[src/rtl/serial_ripple_subtractor_if.sv]
// Start/done operand bus for the bit-serial subtractor.
// master drives start/a/b/bin; slave returns diff/bout/busy/done.
interface serial_ripple_subtractor_if #(
  parameter int WIDTH = 8
);
  logic             start;
  logic [WIDTH-1:0] a;
  logic [WIDTH-1:0] b;
  logic             bin;
  logic [WIDTH-1:0] diff;
  logic             bout;
  logic             busy;
  logic             done;

  modport master (
    output start, a, b, bin,
    input  diff, bout, busy, done
  );

  modport slave (
    input  start, a, b, bin,
    output diff, bout, busy, done
  );
endinterface

[src/rtl/serial_ripple_subtractor.sv]
// Bit-serial a - b - bin, LSB first, one bit per clock.
// Ports: clk, rst (async high), bus (slave: start/a/b/bin in, diff/bout/busy/done out).
module serial_ripple_subtractor #(
  parameter int WIDTH = 8,
  parameter int CNT_W = $clog2(WIDTH) + 1
) (
  input logic                  clk,
  input logic                  rst,
  serial_ripple_subtractor_if.slave bus
);

  typedef enum logic [1:0] {
    IDLE = 2'd0,
    RUN  = 2'd1,
    DONE = 2'd2
  } state_t;

  state_t state;
  state_t state_nxt;

  logic [WIDTH-1:0] sa;
  logic [WIDTH-1:0] sb;
  logic [WIDTH-1:0] res;
  logic [WIDTH-1:0] diff_q;
  logic             br;
  logic             bout_q;
  logic [CNT_W-1:0] cnt;

  logic ai;
  logic bi;
  logic di;
  logic br_nxt;
  logic last;
  logic accept;

  assign ai     = sa[0];
  assign bi     = sb[0];
  assign di     = ai ^ bi ^ br;
  assign br_nxt = (~ai & bi) | (~(ai ^ bi) & br);
  assign last   = (cnt == CNT_W'(WIDTH - 1));
  assign accept = bus.start && (state != RUN);

  always_ff @(posedge clk or posedge rst) begin
    if (rst) begin
      state <= IDLE;
    end else begin
      state <= state_nxt;
    end
  end

  always_comb begin
    state_nxt = state;
    unique case (state)
      IDLE: begin
        if (bus.start) state_nxt = RUN;
      end
      RUN: begin
        if (last) state_nxt = DONE;
      end
      DONE: begin
        state_nxt = bus.start ? RUN : IDLE;
      end
      default: state_nxt = IDLE;
    endcase
  end

  // Result bits enter at the MSB and walk down, so after
  // WIDTH shifts the first (LSB) bit sits at res[0].
  always_ff @(posedge clk or posedge rst) begin
    if (rst) begin
      sa     <= '0;
      sb     <= '0;
      res    <= '0;
      br     <= 1'b0;
      cnt    <= '0;
      diff_q <= '0;
      bout_q <= 1'b0;
    end else if (accept) begin
      sa  <= bus.a;
      sb  <= bus.b;
      br  <= bus.bin;
      res <= '0;
      cnt <= '0;
    end else if (state == RUN) begin
      sa  <= sa >> 1;
      sb  <= sb >> 1;
      br  <= br_nxt;
      res <= {di, res[WIDTH-1:1]};
      cnt <= cnt + CNT_W'(1);
      if (last) begin
        diff_q <= {di, res[WIDTH-1:1]};
        bout_q <= br_nxt;
      end
    end
  end

  assign bus.diff = diff_q;
  assign bus.bout = bout_q;
  assign bus.busy = (state == RUN);
  assign bus.done = (state == DONE);

endmodule

[src/flat_wrapper.sv]
// flat-port wrapper written by rule: the top's interface ports become plain ports
module serial_ripple_subtractor_flat 
#(
  parameter int WIDTH = 8,
  parameter int CNT_W = $clog2(WIDTH) + 1
)
  (clk, rst, bus_start, bus_a, bus_b, bus_bin, bus_diff, bus_bout, bus_busy, bus_done);
  serial_ripple_subtractor_if #(.WIDTH(WIDTH)) bus_i ();
  input logic clk;
  input logic rst;
  input wire logic [$bits(bus_i.start)-1:0] bus_start;
  input wire logic [$bits(bus_i.a)-1:0] bus_a;
  input wire logic [$bits(bus_i.b)-1:0] bus_b;
  input wire logic [$bits(bus_i.bin)-1:0] bus_bin;
  output wire logic [$bits(bus_i.diff)-1:0] bus_diff;
  output wire logic [$bits(bus_i.bout)-1:0] bus_bout;
  output wire logic [$bits(bus_i.busy)-1:0] bus_busy;
  output wire logic [$bits(bus_i.done)-1:0] bus_done;
  assign bus_i.start = bus_start;
  assign bus_i.a = bus_a;
  assign bus_i.b = bus_b;
  assign bus_i.bin = bus_bin;
  assign bus_diff = bus_i.diff;
  assign bus_bout = bus_i.bout;
  assign bus_busy = bus_i.busy;
  assign bus_done = bus_i.done;
  serial_ripple_subtractor #(.WIDTH(WIDTH), .CNT_W(CNT_W)) u_core (.clk(clk), .rst(rst), .bus(bus_i));
endmodule
[config.mk]
export PLATFORM = sky130hd
export DESIGN_NAME = serial_ripple_subtractor_flat
export DESIGN_NICKNAME = d
export VERILOG_FILES = /design/src/rtl/serial_ripple_subtractor_if.sv /design/src/rtl/serial_ripple_subtractor.sv /design/src/flat_wrapper.sv
export SDC_FILE = /design/constraint.sdc
export NUM_CORES = 1
export LEC_CHECK = 0
export CORE_ASPECT_RATIO = 1.25
export CORE_UTILIZATION = 41
export DETAILED_ROUTE_END_ITERATION = 6
export PLACE_DENSITY = 0.65
export SLEW_MARGIN = 10
export SYNTH_ARGS = -nofsm -noshare
export SYNTH_HDL_FRONTEND = slang
export SYNTH_SLANG_ARGS = --single-unit
[constraint.sdc]
create_clock -name clk -period 1.7 [get_ports clk]
set_input_delay 0.425 -clock clk [delete_from_list [all_inputs] [get_ports clk]]
set_output_delay 0.425 -clock clk [all_outputs]
set_load 0.02 [all_outputs]
==> impl_metrics.env, run 1 <==
export IMPL_power_density_nw_per_um2=1610
export IMPL_design_core_area_um2=3850
export IMPL_post_drt_via_cell_ratio=4.85
export IMPL_cts_htree_levels=2
export IMPL_run_status="finished, final reports clean"
export IMPL_switching_share_pct=34.7
export IMPL_grt_first_pass_wirelength_mm=5.38
export IMPL_worst_slew_pin_slew_ns=0.390
export IMPL_post_synth_num_cell_types=22
export IMPL_clkPwrFrac_pct=18.7
export IMPL_port_buffers=30
export IMPL_route_detailed_drc=0
export IMPL_hold_class="register to register"
export IMPL_synth_seq_cells=39
export IMPL_syn_area_per_cell_um2=11.0
export IMPL_worstPathArrival_ns=1.23
export IMPL_drt_pass1_iterations=4
export IMPL_clock_root_buffer="clkbuf_8"
export IMPL_totalNegativeSetupSlack_ns=0
export IMPL_drt_wl_total_mm=2.95
export IMPL_fin_max_slew_vios=0
export IMPL_cellLeakagePower_nw=1.03
export IMPL_internal_power_w=0.00232
export IMPL_finClkSkew_ns=0.00613
export IMPL_yosys_warnings=0
export IMPL_post_cts_setup_buffers=0
export IMPL_cts_tree="done"
export IMPL_critical_path_max_stage_delay_ns=0.60
export IMPL_cp_max_fo=2
export IMPL_cpLargestDelayFamily="buffers and inverters"
export IMPL_clockBufferDepth=2
export IMPL_cap_viol_max_count=0
export IMPL_regToRegSetupSlack_ns=0.18
export IMPL_via_count_of_the_first_global_routing_pass=1245
export IMPL_clock_insertion_delay_worst_skew_ns=0.28
export IMPL_floorplan_die_area_um2=4380
export IMPL_crit_path_cell_trace="clkdlybuf4s50_1"
export IMPL_antenna_violations_before_repair=0
export IMPL_dieHeight_um=73.7
export IMPL_grt_util_all_layers_pct=16.8
export IMPL_path_class="register to output port"
export IMPL_routed_via_count=1174
export IMPL_p_total_w=0.00355
export IMPL_detailed_placement_wirelength_estimate_mm=2.14
export IMPL_post_route_cells_drive_above_1_share_pct=12.8
export IMPL_syn_area_um2=1690
export IMPL_layout_nets=209
export IMPL_layout_filler_cells=347
export IMPL_timing_critical_path_buf_inv=1
export IMPL_most_common_cell_after_layout_fill_and_taps_aside="dfrtp_1"
export IMPL_syn_num_nets=175
export IMPL_slew_headroom_pct=74.0
export IMPL_setup_repair_after_global_routing_missed_its_margin="no"
export IMPL_placementRows=25
export IMPL_report_final_hold_viol_count=0
export IMPL_avgRoutedWirePerCell_um=12.2
export IMPL_slowest_stage="clkdlybuf4s50_1"
export IMPL_number_of_buffers_inserted_by_hold_repair_at_cts=0
export IMPL_initial_core_util_pct=43.9
export IMPL_layout_worst_path_cycle_share_pct=97.6
export IMPL_route_antenna_remaining_nets=0
export IMPL_syn2layout_area_growth_pct=30.2
export IMPL_power_frac_seq_pct=44.4
export IMPL_final_period_minus_worst_setup_slack_ns=1.66
export IMPL_final_setup_viol_count=0
export IMPL_pin_count_of_the_biggest_net_entering_global_routing=51
export IMPL_synth_seq_area_share_pct=57.8
export IMPL_place_congestion=0.664
export IMPL_multi_input_comb_area_um2=646
export IMPL_dieWidth_um=59.4
export IMPL_mostFrequentLayoutCells="dfrtp_1 (39), nand2_1 (33), o21ai_0 (25)"
export IMPL_clock_sinks=39
export IMPL_antennaDiodeCount=0
export IMPL_clkTransAtPathRegs_ns=0.07
export IMPL_final_seq_area_um2=976
export IMPL_cts_buffers_inserted=5
export IMPL_cp_required_ns=1.27
export IMPL_synthesis_instances=153
export IMPL_crit_path_start_kind="register"
export IMPL_drt_initial_drc_count=25
export IMPL_worstSetupEndpointType="output port"
export IMPL_switching_power_w=0.00123
export IMPL_io_pins=31
export IMPL_ir_drop_uv=684
export IMPL_fmaxAchievable_mhz=602
export IMPL_power_share_combinational_pct=36.9
export IMPL_overflow=0
-- final cells by class --
cell class                 count  area share [%]
tap                           54            3.07
timing repair buffer          36            17.6
clock buffer                   8            4.55
multi-input combinational     99            29.4
inverter                       6            1.02
sequential                    39            44.4
-- through the flow --
| step | worst slack (ns) | area [um^2] | std cells | hold slack, ns | utilization [%] |
|---|---|---|---|---|---|
| 5_1_grt | 0.0000279 | 2200 | 242 | 0.522 | 57.1 |
| 6_report | 0.0402 | 2200 | 242 | 0.488 | 57.1 |
| 3_5_place_dp | 0.0272 | 2090 | 234 | 0.472 | 54.4 |
| 4_1_cts | 0.0225 | 2190 | 242 | 0.491 | 57.0 |
| 3_3_place_gp | 0.0224 | 2090 | 234 | 0.460 | 54.4 |
| 2_1_floorplan | 0.152 | 1690 | 153 | 0.449 | - |
-- per-layer routing --
metal / global-route usage, % / routed length (um) / vias to the layer above
li1: - / - / 582
met1: 19.3 / 1260 / 552
met2: 27.8 / 1480 / 35
met3: 5.81 / 166 / 5
met4: 7.94 / 40 / 0
met5: 0 / 0 / -
-- Yosys cell counts --
library cell  number  area [um^2]
dfrtp_1           39          976
nand2_1           33          124
o21ai_0           25          125
mux2i_1           18          180
mux2_2             9          101
inv_1              6         22.5
clkbuf_1           4         15.0
buf_1              2         7.51
buf_2              2         10.0
nand3_1            2         10.0
nor2_1             2         7.51
a21oi_1            1         5.00
a311o_1            1         10.0
and3_1             1         6.26
buf_6              1         11.3
fa_1               1         20.0
ha_1               1         12.5
nand2b_1           1         6.26
nor2b_1            1         6.26
nor3_1             1         5.00
nor3_4             1         16.3
o211a_1            1         10.0
-- power groups by stage --
stage / clock [W] / sequential [W] / combinational (W)
2_1_floorplan: 0 / 0.00166 / 0.000782
3_3_place_gp: 0 / 0.00158 / 0.00132
3_5_place_dp: 0 / 0.00160 / 0.00136
4_1_cts: 0.000693 / 0.00158 / 0.00136
5_1_grt: 0.000731 / 0.00164 / 0.00151
6_report: 0.000664 / 0.00157 / 0.00131
-- cell families (layout without fill, tap and decap cells) --
logic type / Yosys count / after routing / share of synthesized area (%)
compound gates: 28 / 28 / 8.90
fa+ha+maj: 2 / 2 / 1.93
buf+inv: 15 / 50 / 3.93
flops: 39 / 39 / 57.8
mux: 27 / 27 / 16.7
simple gates: 42 / 42 / 10.7
-- final timing paths --
| kind | start | to | depth (start not counted) |
|---|---|---|---|
| setup / recovery | u_core.bus.diff[1]$_DFFE_PP0P_ | bus_diff[1] | 1 |
| hold / removal | u_core.sb[4]$_DFFE_PP0P_ | u_core.sb[3]$_DFFE_PP0P_ | 2 |
| setup reg to reg | u_core.state[1]$_DFFE_PP0P_ | u_core.bus.diff[4]$_DFFE_PP0P_ | 5 |
| hold reg to reg | u_core.sb[4]$_DFFE_PP0P_ | u_core.sb[3]$_DFFE_PP0P_ | 2 |
| max in group asynchronous | rst | u_core.bus.diff[6]$_DFFE_PP0P_ | 3 |
| min in group asynchronous | rst | u_core.res[2]$_DFFE_PP0P_ | 3 |
-- state kept, by name (all words and copies together), names as in the netlist --
signal and count:
u_core.res 7, u_core.sb 8, u_core.state 2, u_core.bus.diff 8, u_core.sa 8, u_core.br 1
u_core.bus.bout 1, u_core.cnt 4
-- repair_timing --
action                                  CTS  global route
resized for setup                         4             5
pin swaps                                 0             0
endpoints found under the hold margin     0             0
endpoints found under the setup margin    2             5
Note: power is estimated with default switching activity, not from simulation.
==> run 2, diff against run 1 <==
==> constraint.sdc (replaced) <==
create_clock -name clk -period 1.9 [get_ports clk]
set_input_delay 0.38 -clock clk [delete_from_list [all_inputs] [get_ports clk]]
set_output_delay 0.38 -clock clk [all_outputs]
set_load 0.02 [all_outputs]
==> run 2 against run 1 <==
  * Critical path depth up 1
  * Cell count unchanged
  * Critical endpoint is now bus_done
  * Non-clock buffer count stayed put
  * Combinational power is 9.9% lower
==> impl_metrics.env, run 2 (synthesized netlist as in run 1, its figures left out) <==
export IMPL_run_status="finished, final reports clean"
export IMPL_routed_via_count=1186
export IMPL_fin_max_slew_vios=0
export IMPL_layout_filler_cells=358
export IMPL_via_count_of_the_first_global_routing_pass=1205
export IMPL_cellLeakagePower_nw=0.993
export IMPL_fmaxAchievable_mhz=562
export IMPL_post_route_cells_drive_above_1_share_pct=12.8
export IMPL_cap_viol_max_count=0
export IMPL_mostFrequentLayoutCells="dfrtp_1 (39), nand2_1 (33), clkdlybuf4s50_1 (29)"
export IMPL_ir_drop_uv=789
export IMPL_antenna_violations_before_repair=0
export IMPL_route_detailed_drc=0
export IMPL_clockBufferDepth=2
export IMPL_cp_required_ns=1.52
export IMPL_post_place_cells=234
export IMPL_cts_htree_levels=2
export IMPL_clock_sinks=39
export IMPL_grt_util_all_layers_pct=15.5
export IMPL_finClkSkew_ns=0.00922
export IMPL_place_congestion=0.678
export IMPL_final_period_minus_worst_setup_slack_ns=1.78
export IMPL_clock_insertion_delay_worst_skew_ns=0.29
export IMPL_power_density_nw_per_um2=1500
export IMPL_cts_buffers_inserted=5
export IMPL_grt_first_pass_wirelength_mm=5.08
export IMPL_dieWidth_um=59.4
export IMPL_design_core_area_um2=3850
export IMPL_cp_max_fo=3
export IMPL_hold_class="register to register"
export IMPL_layout_worst_path_cycle_share_pct=93.6
export IMPL_pin_count_of_the_biggest_net_entering_global_routing=51
export IMPL_cts_tree="done"
export IMPL_drt_initial_drc_count=35
export IMPL_setup_repair_after_global_routing_missed_its_margin="no"
export IMPL_slew_headroom_pct=67.8
export IMPL_dieHeight_um=73.7
export IMPL_initial_core_util_pct=43.9
export IMPL_final_setup_viol_count=0
export IMPL_syn2layout_area_growth_pct=28.5
export IMPL_clkTransAtPathRegs_ns=0.08
export IMPL_most_common_cell_after_layout_fill_and_taps_aside="dfrtp_1"
export IMPL_crit_path_start_kind="register"
export IMPL_p_total_w=0.00326
export IMPL_post_drt_via_cell_ratio=4.90
export IMPL_avgRoutedWirePerCell_um=12.4
export IMPL_timing_hold_ws_ns=0.492
export IMPL_overflow=0
export IMPL_detailed_placement_wirelength_estimate_mm=2.12
export IMPL_io_pins=31
export IMPL_drt_pass1_iterations=4
export IMPL_clock_root_buffer="clkbuf_8"
export IMPL_path_class="register to output port"
export IMPL_route_antenna_remaining_nets=0
export IMPL_antennaDiodeCount=0
export IMPL_worstSetupEndpointType="output port"
export IMPL_drt_wl_total_mm=3.01
export IMPL_worstPathArrival_ns=1.40
export IMPL_report_final_hold_viol_count=0
export IMPL_floorplan_die_area_um2=4380
export IMPL_placementRows=25
export IMPL_totalNegativeSetupSlack_ns=0
export IMPL_layout_nets=209
export IMPL_final_instance_count_excl_fill=242
export IMPL_worst_slew_pin_slew_ns=0.483
export IMPL_port_buffers=30
-- run 2: metal layers --
metal,vias to the layer above,share of wire [%],track usage (%)
met5,-,0,0
met4,0,0.50,5.56
met3,2,5.2,5.11
met2,31,50,25.8
met1,575,44,18.6
li1,578,-,-
-- run 2: area by class of cell --
cell class                      count  area [um^2]  area share [%]
Multi-Input combinational cell     99          646            29.8
Inverter                            6         22.5            1.04
Tap cell                           54         67.6            3.12
Clock buffer                        5         68.8            3.17
Timing Repair Buffer               36          344            15.9
Sequential cell                    39          976            45.0
Clock inverter                      3         43.8            2.02
-- run 2: final timing paths --
kind	start	end	slack, ns	depth (start not counted)
setup reg to reg	u_core.state[1]$_DFFE_PP0P_	u_core.bus.diff[0]$_DFFE_PP0P_	0.40	5
min in group asynchronous	rst	u_core.bus.diff[4]$_DFFE_PP0P_	0.52	3
hold reg to reg	u_core.sb[7]$_DFFE_PP0P_	u_core.sb[6]$_DFFE_PP0P_	0.49	2
max in group asynchronous	rst	u_core.state[0]$_DFFE_PP0P_	1.05	3
setup / recovery	u_core.state[0]$_DFFE_PP0P_	bus_done	0.12	2
hold / removal	u_core.sb[7]$_DFFE_PP0P_	u_core.sb[6]$_DFFE_PP0P_	0.49	2
-- run 2: worst max-delay path, cell delays in order (launching register included) --
cell	delay, ns
dfrtp_1	0.39
nor2b_1	0.11
clkdlybuf4s50_1	0.61
-- run 2: timing repair --
item	CTS	global route
setup buffers	0	0
hold buffers	0	0
resized for setup	1	0
endpoints found under the setup margin	1	0
-- run 2: where the power goes --
group,switching (W),internal (W),total [W],leakage (nW)
clock network,0.000290,0.000391,0.000681,0.0581
logic,0.000627,0.000549,0.00118,0.445
registers,0.000214,0.00119,0.00140,0.490
total,0.00113,0.00213,0.00326,0.993
-- run 2: per-stage QoR --
stage	worst slack, ns	cell area [um^2]	util (%)
after floorplan	0.397	1690	-
after global placement	0.277	2060	53.5
after detailed placement	0.286	2060	53.5
after CTS	0.0885	2170	56.4
after global routing	0.0501	2170	56.4
final	0.121	2170	56.4
